### config.mk
export PLATFORM = sky130hd
export DESIGN_NAME = rr_arbiter8_flat
export DESIGN_NICKNAME = d
export VERILOG_FILES = /design/src/rtl/rr_arbiter8_if.sv /design/src/rtl/rr_arbiter8.sv /design/src/flat_wrapper.sv
export SDC_FILE = /design/constraint.sdc
export NUM_CORES = 1
export LEC_CHECK = 0
export ABC_AREA = 1
export BUFFER_PORTS_ARGS = -buffer_cell sky130_fd_sc_hd__buf_2
export CORE_MARGIN = 1.5
export CORE_UTILIZATION = 52
export DETAILED_ROUTE_END_ITERATION = 7
export PLACE_DENSITY = 0.76
export SLEW_MARGIN = 25
export SYNTH_ARGS = -nofsm -noshare
export SYNTH_HDL_FRONTEND = slang
export SYNTH_SLANG_ARGS = --single-unit
### constraint.sdc
create_clock -name clk -period 2.33 [get_ports clk]
set_input_delay 0.466 -clock clk [delete_from_list [all_inputs] [get_ports clk]]
set_output_delay 0.466 -clock clk [all_outputs]
set_load 0.02 [all_outputs]
### src/rtl/rr_arbiter8_if.sv
// Request/grant bundle between eight requesters and the round-robin arbiter.
// The master side drives requests; the slave (arbiter) side returns the grant.
interface rr_arbiter8_if;
    logic [7:0] req;
    logic       done;
    logic [7:0] gnt;
    logic [2:0] gnt_id;
    logic       gnt_v;
    logic       busy;
    logic       to_evt;

    modport master (
        output req, done,
        input  gnt, gnt_id, gnt_v, busy, to_evt
    );

    modport slave (
        input  req, done,
        output gnt, gnt_id, gnt_v, busy, to_evt
    );
endinterface

### src/rtl/rr_arbiter8.sv
// Eight-way round-robin arbiter with a registered one-hot grant, bounded hold
// time and a mandatory dead cycle between owners.
module rr_arbiter8 #(
    parameter int MAX_HOLD = 16,
    parameter int CW       = 8
) (
    input  logic         clk,
    input  logic         rst_n,
    rr_arbiter8_if.slave bus
);

    typedef enum logic [1:0] {
        IDLE    = 2'd0,
        GRANT   = 2'd1,
        RELEASE = 2'd2
    } state_t;

    state_t        state_q, state_d;
    logic [2:0]    ptr_q, ptr_d;
    logic [CW-1:0] hold_cnt_q, hold_cnt_d;
    logic [7:0]    gnt_q, gnt_d;
    logic [2:0]    gnt_id_q, gnt_id_d;
    logic          gnt_v_q, gnt_v_d;
    logic          to_evt_q, to_evt_d;

    logic [2:0]    win_id;
    logic          rel_done, rel_drop, rel_to, release_now;

    // Scan runs from the farthest (ptr+1) to the nearest (ptr) so the last hit,
    // i.e. the one closest to ptr going downward, is the winner.
    always_comb begin
        win_id = 3'd0;
        for (int i = 7; i >= 0; i--) begin
            if (bus.req[ptr_q - 3'(i)]) begin
                win_id = ptr_q - 3'(i);
            end
        end
    end

    assign rel_done    = bus.done;
    assign rel_drop    = ~bus.req[gnt_id_q];
    assign rel_to      = (hold_cnt_q == CW'(MAX_HOLD));
    assign release_now = rel_done | rel_drop | rel_to;

    always_ff @(posedge clk or negedge rst_n) begin
        if (!rst_n) begin
            state_q    <= IDLE;
            ptr_q      <= 3'd7;
            hold_cnt_q <= '0;
            gnt_q      <= 8'd0;
            gnt_id_q   <= 3'd0;
            gnt_v_q    <= 1'b0;
            to_evt_q   <= 1'b0;
        end else begin
            state_q    <= state_d;
            ptr_q      <= ptr_d;
            hold_cnt_q <= hold_cnt_d;
            gnt_q      <= gnt_d;
            gnt_id_q   <= gnt_id_d;
            gnt_v_q    <= gnt_v_d;
            to_evt_q   <= to_evt_d;
        end
    end

    always_comb begin
        state_d    = state_q;
        ptr_d      = ptr_q;
        hold_cnt_d = hold_cnt_q;
        gnt_d      = gnt_q;
        gnt_id_d   = gnt_id_q;
        gnt_v_d    = gnt_v_q;
        to_evt_d   = 1'b0;
        case (state_q)
            IDLE: begin
                if (|bus.req) begin
                    state_d    = GRANT;
                    gnt_d      = 8'd1 << win_id;
                    gnt_id_d   = win_id;
                    gnt_v_d    = 1'b1;
                    hold_cnt_d = CW'(1);
                end
            end
            GRANT: begin
                if (release_now) begin
                    state_d    = RELEASE;
                    gnt_d      = 8'd0;
                    gnt_v_d    = 1'b0;
                    hold_cnt_d = '0;
                    // Releasing owner drops to lowest priority next round.
                    ptr_d      = gnt_id_q - 3'd1;
                    to_evt_d   = rel_to & ~rel_done & ~rel_drop;
                end else begin
                    hold_cnt_d = hold_cnt_q + CW'(1);
                end
            end
            RELEASE: begin
                state_d = IDLE;
            end
            default: begin
                state_d = IDLE;
            end
        endcase
    end

    always_comb begin
        bus.gnt    = gnt_q;
        bus.gnt_id = gnt_id_q;
        bus.gnt_v  = gnt_v_q;
        bus.busy   = (state_q != IDLE);
        bus.to_evt = to_evt_q;
    end

endmodule

### src/flat_wrapper.sv
// flat-port wrapper written by rule: the top's interface ports become plain ports
module rr_arbiter8_flat 
#(
    parameter int MAX_HOLD = 16,
    parameter int CW       = 8
)
  (clk, rst_n, bus_req, bus_done, bus_gnt, bus_gnt_id, bus_gnt_v, bus_busy, bus_to_evt);
  rr_arbiter8_if bus_i ();
  input  logic clk;
  input  logic rst_n;
  input wire logic [$bits(bus_i.req)-1:0] bus_req;
  input wire logic [$bits(bus_i.done)-1:0] bus_done;
  output wire logic [$bits(bus_i.gnt)-1:0] bus_gnt;
  output wire logic [$bits(bus_i.gnt_id)-1:0] bus_gnt_id;
  output wire logic [$bits(bus_i.gnt_v)-1:0] bus_gnt_v;
  output wire logic [$bits(bus_i.busy)-1:0] bus_busy;
  output wire logic [$bits(bus_i.to_evt)-1:0] bus_to_evt;
  assign bus_i.req = bus_req;
  assign bus_i.done = bus_done;
  assign bus_gnt = bus_i.gnt;
  assign bus_gnt_id = bus_i.gnt_id;
  assign bus_gnt_v = bus_i.gnt_v;
  assign bus_busy = bus_i.busy;
  assign bus_to_evt = bus_i.to_evt;
  rr_arbiter8 #(.MAX_HOLD(MAX_HOLD), .CW(CW)) u_core (.clk(clk), .rst_n(rst_n), .bus(bus_i));
endmodule
==> results.txt <==
Across all layers, the routed design uses 1875 vias. The final estimated routing congestion in global placement is 0.907. STA classifies the critical path endpoint as a register. The worst register-to-register path ends at u_core.bus.gnt[0].

For this run, the leading register cell type out of synthesis is sky130_fd_sc_hd__dfrtp_1. In the final timing run, aggregate negative setup slack is 0 ps. The synthesized area is 1970 um^2.

The detail route stage leaves a number of antenna-violating nets equal to 0. The library cell with the highest instance count after synthesis is sky130_fd_sc_hd__nand2_1. The critical path goes through inv_4 -> ha_4 -> buf_4 -> nand3_2 -> nand3_2 -> nand2_2 -> a21oi_1 -> nand2_1 -> nand2_1 -> nand2_1 -> nand2_1 -> nand2_1 -> nand2_2 -> nand2_4 -> nor2_4 -> nand2_1 -> nand2_1.

CTS placed an instance of sky130_fd_sc_hd__clkbuf_8 at the clock tree root. The post-synthesis cell count is 283. The net count of the finished layout is 328. At the pin with the least slew margin, the transition time is 576 ps. The number of placed I/O pins is 25. The number of clock buffers inserted by TritonCTS came out at 3. Across the routed clock network, the largest skew measured is 5.08 ps. The sequential share of the synthesized area is 33.2%. The average routed wire per standard cell came out at 12.4 um.

In this run the vertical extent of the chip is 64.6 um. For this block, the routed nets add up to 4450 um of wire. The global-route usage over all layers is 23.0%. Synthesis produced a netlist with a net count of 299. The number of port buffers is 24. Among all stages on the critical path, the largest delay is contributed by sky130_fd_sc_hd__dfstp_2. Compared with the post-synthesis result, the final layout area differs by 12.8%. The area of the die came out at 4170 um^2. The floorplan has 22 rows. The critical path data arrival time came out at 2350 ps. The initial antenna violation count came out at 0.

The combined buffer and inverter count along the critical path is 2. The wire length of the first global-routing pass is 7600 um. The via count normalized by instance count came out at 5.22. The maximum net fanout on the critical path is 9. The total half-perimeter wirelength after legalization and detailed placement is 3480 um.

The setup check on the worst reg-to-reg path leaves a slack of 190 ps. The CTS clock-pin slew for the worst setup and hold paths is 90 ps. The width of the chip is 64.6 um. The top-area cell type share of the netlist area came out at 29.2%. The sink count of the clock tree came out at 26. The number of synthesized flops with an enable pin is 0. The starting density of the core is 53.9%.

The overflow left after global routing came out at 0. The count of final setup violators came out at 0. The post-route netlist has 23.8% of its cells at a drive strength greater than 1. Among the stages of the critical path, the cell type that occurs most often is sky130_fd_sc_hd__nand2_1. The number of violations reported at the end of detailed-routing iteration 0 came out at 136. The run finished with clean final reports.

Clock latency on the worst-skew pair, taken at its later pin, is 270 ps. Summed over all instances, the cell type with the most area after synthesis is sky130_fd_sc_hd__dfrtp_1. Yosys printed 0 warnings. The kind of start point of the critical path is a register. The data required time of the worst path is 2540 ps.

The headroom to the max-slew limit came out at 61.6%. The area of the placeable core came out at 3660 um^2. The path category of the worst min-delay check is in2async. The max capacitance violation total came out at 0. The total count of hold-check failures in the final report was 0.

The number of global-route vias before repair came out at 1786. In the routed design, unresolved DRC markers number 0. In this design, the largest share of critical-path delay is due to simple AND/OR/NAND/NOR gates. The max-slew violation total from the final report is 0.

In this run the critical register-to-register path is launched from u_core.ptr_q[1]. The sum of met2 wire segment lengths after detailed routing came out at 2200 um. The number of iterations in the first detailed-routing pass came out at 4.

The topmost layer with routed signal wires is met4. For this block, wires on met1 add up to 2040 um. The number of H-tree branching levels is 1.

TritonCTS built the clock tree. The async set-or-reset flop fraction in the synthesized netlist came out at 100%. The critical path start-end classification is reg2reg. The mean instance size in the synthesized netlist came out at 6.97 um^2. Derived from the worst setup path, the maximum achievable clock frequency is 0.466 GHz.

Entering global routing, the biggest net connects 27 pins. The count of state elements after synthesis is 26. The minimum clock period after layout is 2140 ps. The length in cells of the worst reg-to-reg path came out at 17. Dividing the final minimum period by the clock period gives 92.0%. The repair_antennas step left the layout with diodes totalling 0. Yosys attributes the largest share of cell area to sky130_fd_sc_hd__dfrtp_1 29%, sky130_fd_sc_hd__nand2_1 17%, sky130_fd_sc_hd__nand3_1 9.9%, sky130_fd_sc_hd__inv_1 6.3%, sky130_fd_sc_hd__dfstp_2 4.0%. Yosys mapped the design onto 36 distinct sky130hd cell types. The met3 wirelength from detailed routing came out at 147 um.

The largest single stage delay on the critical path is 570 ps. By count the netlist is led by 90 x sky130_fd_sc_hd__nand2_1, 39 x sky130_fd_sc_hd__nand3_1, 33 x sky130_fd_sc_hd__inv_1. The buffer levels on the longest clock path is 2.
==> cells in the final DEF, fill, tap and decap left out, drive strengths merged <==
cell,count
o22ai,5
nand4,1
o21ai,12
ha,5
a21oi,10
or2,1
inv,40
dfrtp,23
dfstp,3
clkbuf,4
xnor2,2
nand3,43
a211oi,1
nor2,12
o21bai,2
nor3b,2
nand2,103
nor3,2
and2,2
xor2,6
o211ai,1
nor4,3
buf,28
==> worst register-to-register path: stages (launching register included) <==
cell	delay, ps
sky130_fd_sc_hd__dfstp_2	570
sky130_fd_sc_hd__inv_4	70
sky130_fd_sc_hd__ha_4	300
sky130_fd_sc_hd__buf_4	130
sky130_fd_sc_hd__nand3_2	90
sky130_fd_sc_hd__nand3_2	80
sky130_fd_sc_hd__nand2_2	80
sky130_fd_sc_hd__a21oi_1	110
sky130_fd_sc_hd__nand2_1	60
sky130_fd_sc_hd__nand2_1	50
sky130_fd_sc_hd__nand2_1	40
sky130_fd_sc_hd__nand2_1	50
sky130_fd_sc_hd__nand2_1	50
sky130_fd_sc_hd__nand2_2	90
sky130_fd_sc_hd__nand2_4	80
sky130_fd_sc_hd__nor2_4	100
sky130_fd_sc_hd__nand2_1	60
sky130_fd_sc_hd__nand2_1	70
==> area by class of cell <==
cell class,count,area [um^2]
well taps,48,60.1
multi-input cells,213,1160
inverters,40,153
repair buffers,28,158
flip-flops and latches,26,654
clock buffers,4,45.0
fillers,355,1440
==> stage by stage <==
step	std cells	setup slack [ps]	hold slack (ps)	util [%]	instance area, um^2
floorplan	283	112	170	-	1970
global placement	355	76.4	466	58.5	2140
detailed placement	355	22.9	469	58.5	2140
CTS	359	8.02	208	59.7	2190
global route	359	-8.22	224	60.8	2230
finish	359	186	179	60.8	2230
==> how the worst max path moves through the flow <==
| stage | startpoint | to | slack (ps) | depth (start not counted) |
|---|---|---|---|---|
| after floorplan | u_core.ptr_q[1] | u_core.bus.gnt_id[1] | 110 | 18 |
| after global placement | u_core.ptr_q[1] | u_core.bus.gnt[2] | 80 | 17 |
| after detailed placement | u_core.ptr_q[1] | u_core.bus.gnt[2] | 20 | 17 |
| after CTS | u_core.ptr_q[1] | u_core.bus.gnt[2] | 8 | 17 |
| after global routing | u_core.ptr_q[1] | u_core.bus.gnt[0] | -8 | 17 |
| final | u_core.ptr_q[1] | u_core.bus.gnt[0] | 190 | 17 |
==> routing by layer <==
metal | vias up | track usage (%)
met4 | 0 | 6.65
li1 | 967 | -
met5 | - | 0
met3 | 7 | 2.60
met2 | 36 | 41.4
met1 | 865 | 29.1
==> cells by family after synthesis <==
logic type               share of synthesized area [%]
adder cells (fa/ha/maj)                           3.17
buffers and inverters                             9.83
XOR/XNOR                                          3.93
AO/OA/AOI/OAI                                     9.07
AND/OR/NAND/NOR                                   40.8
flip-flops                                        33.2
==> what timing repair did <==
item                                    CTS  global route
endpoints found under the setup margin    0            10
hold buffers                              0             0
setup buffers                             0             0
gates resized for setup                   0            11
==> sequential cells by signal, summed over array words and instances (netlist names) <==
signal,cells
u_core.state_q,2
u_core.bus.gnt_id,3
u_core.bus.gnt_v,1
u_core.bus.gnt,8
u_core.ptr_q,3
u_core.hold_cnt_q,8
u_core.bus.to_evt,1
Power is not shown: default switching activity piles up to over one toggle a cycle in this logic, so the estimate is an artifact.
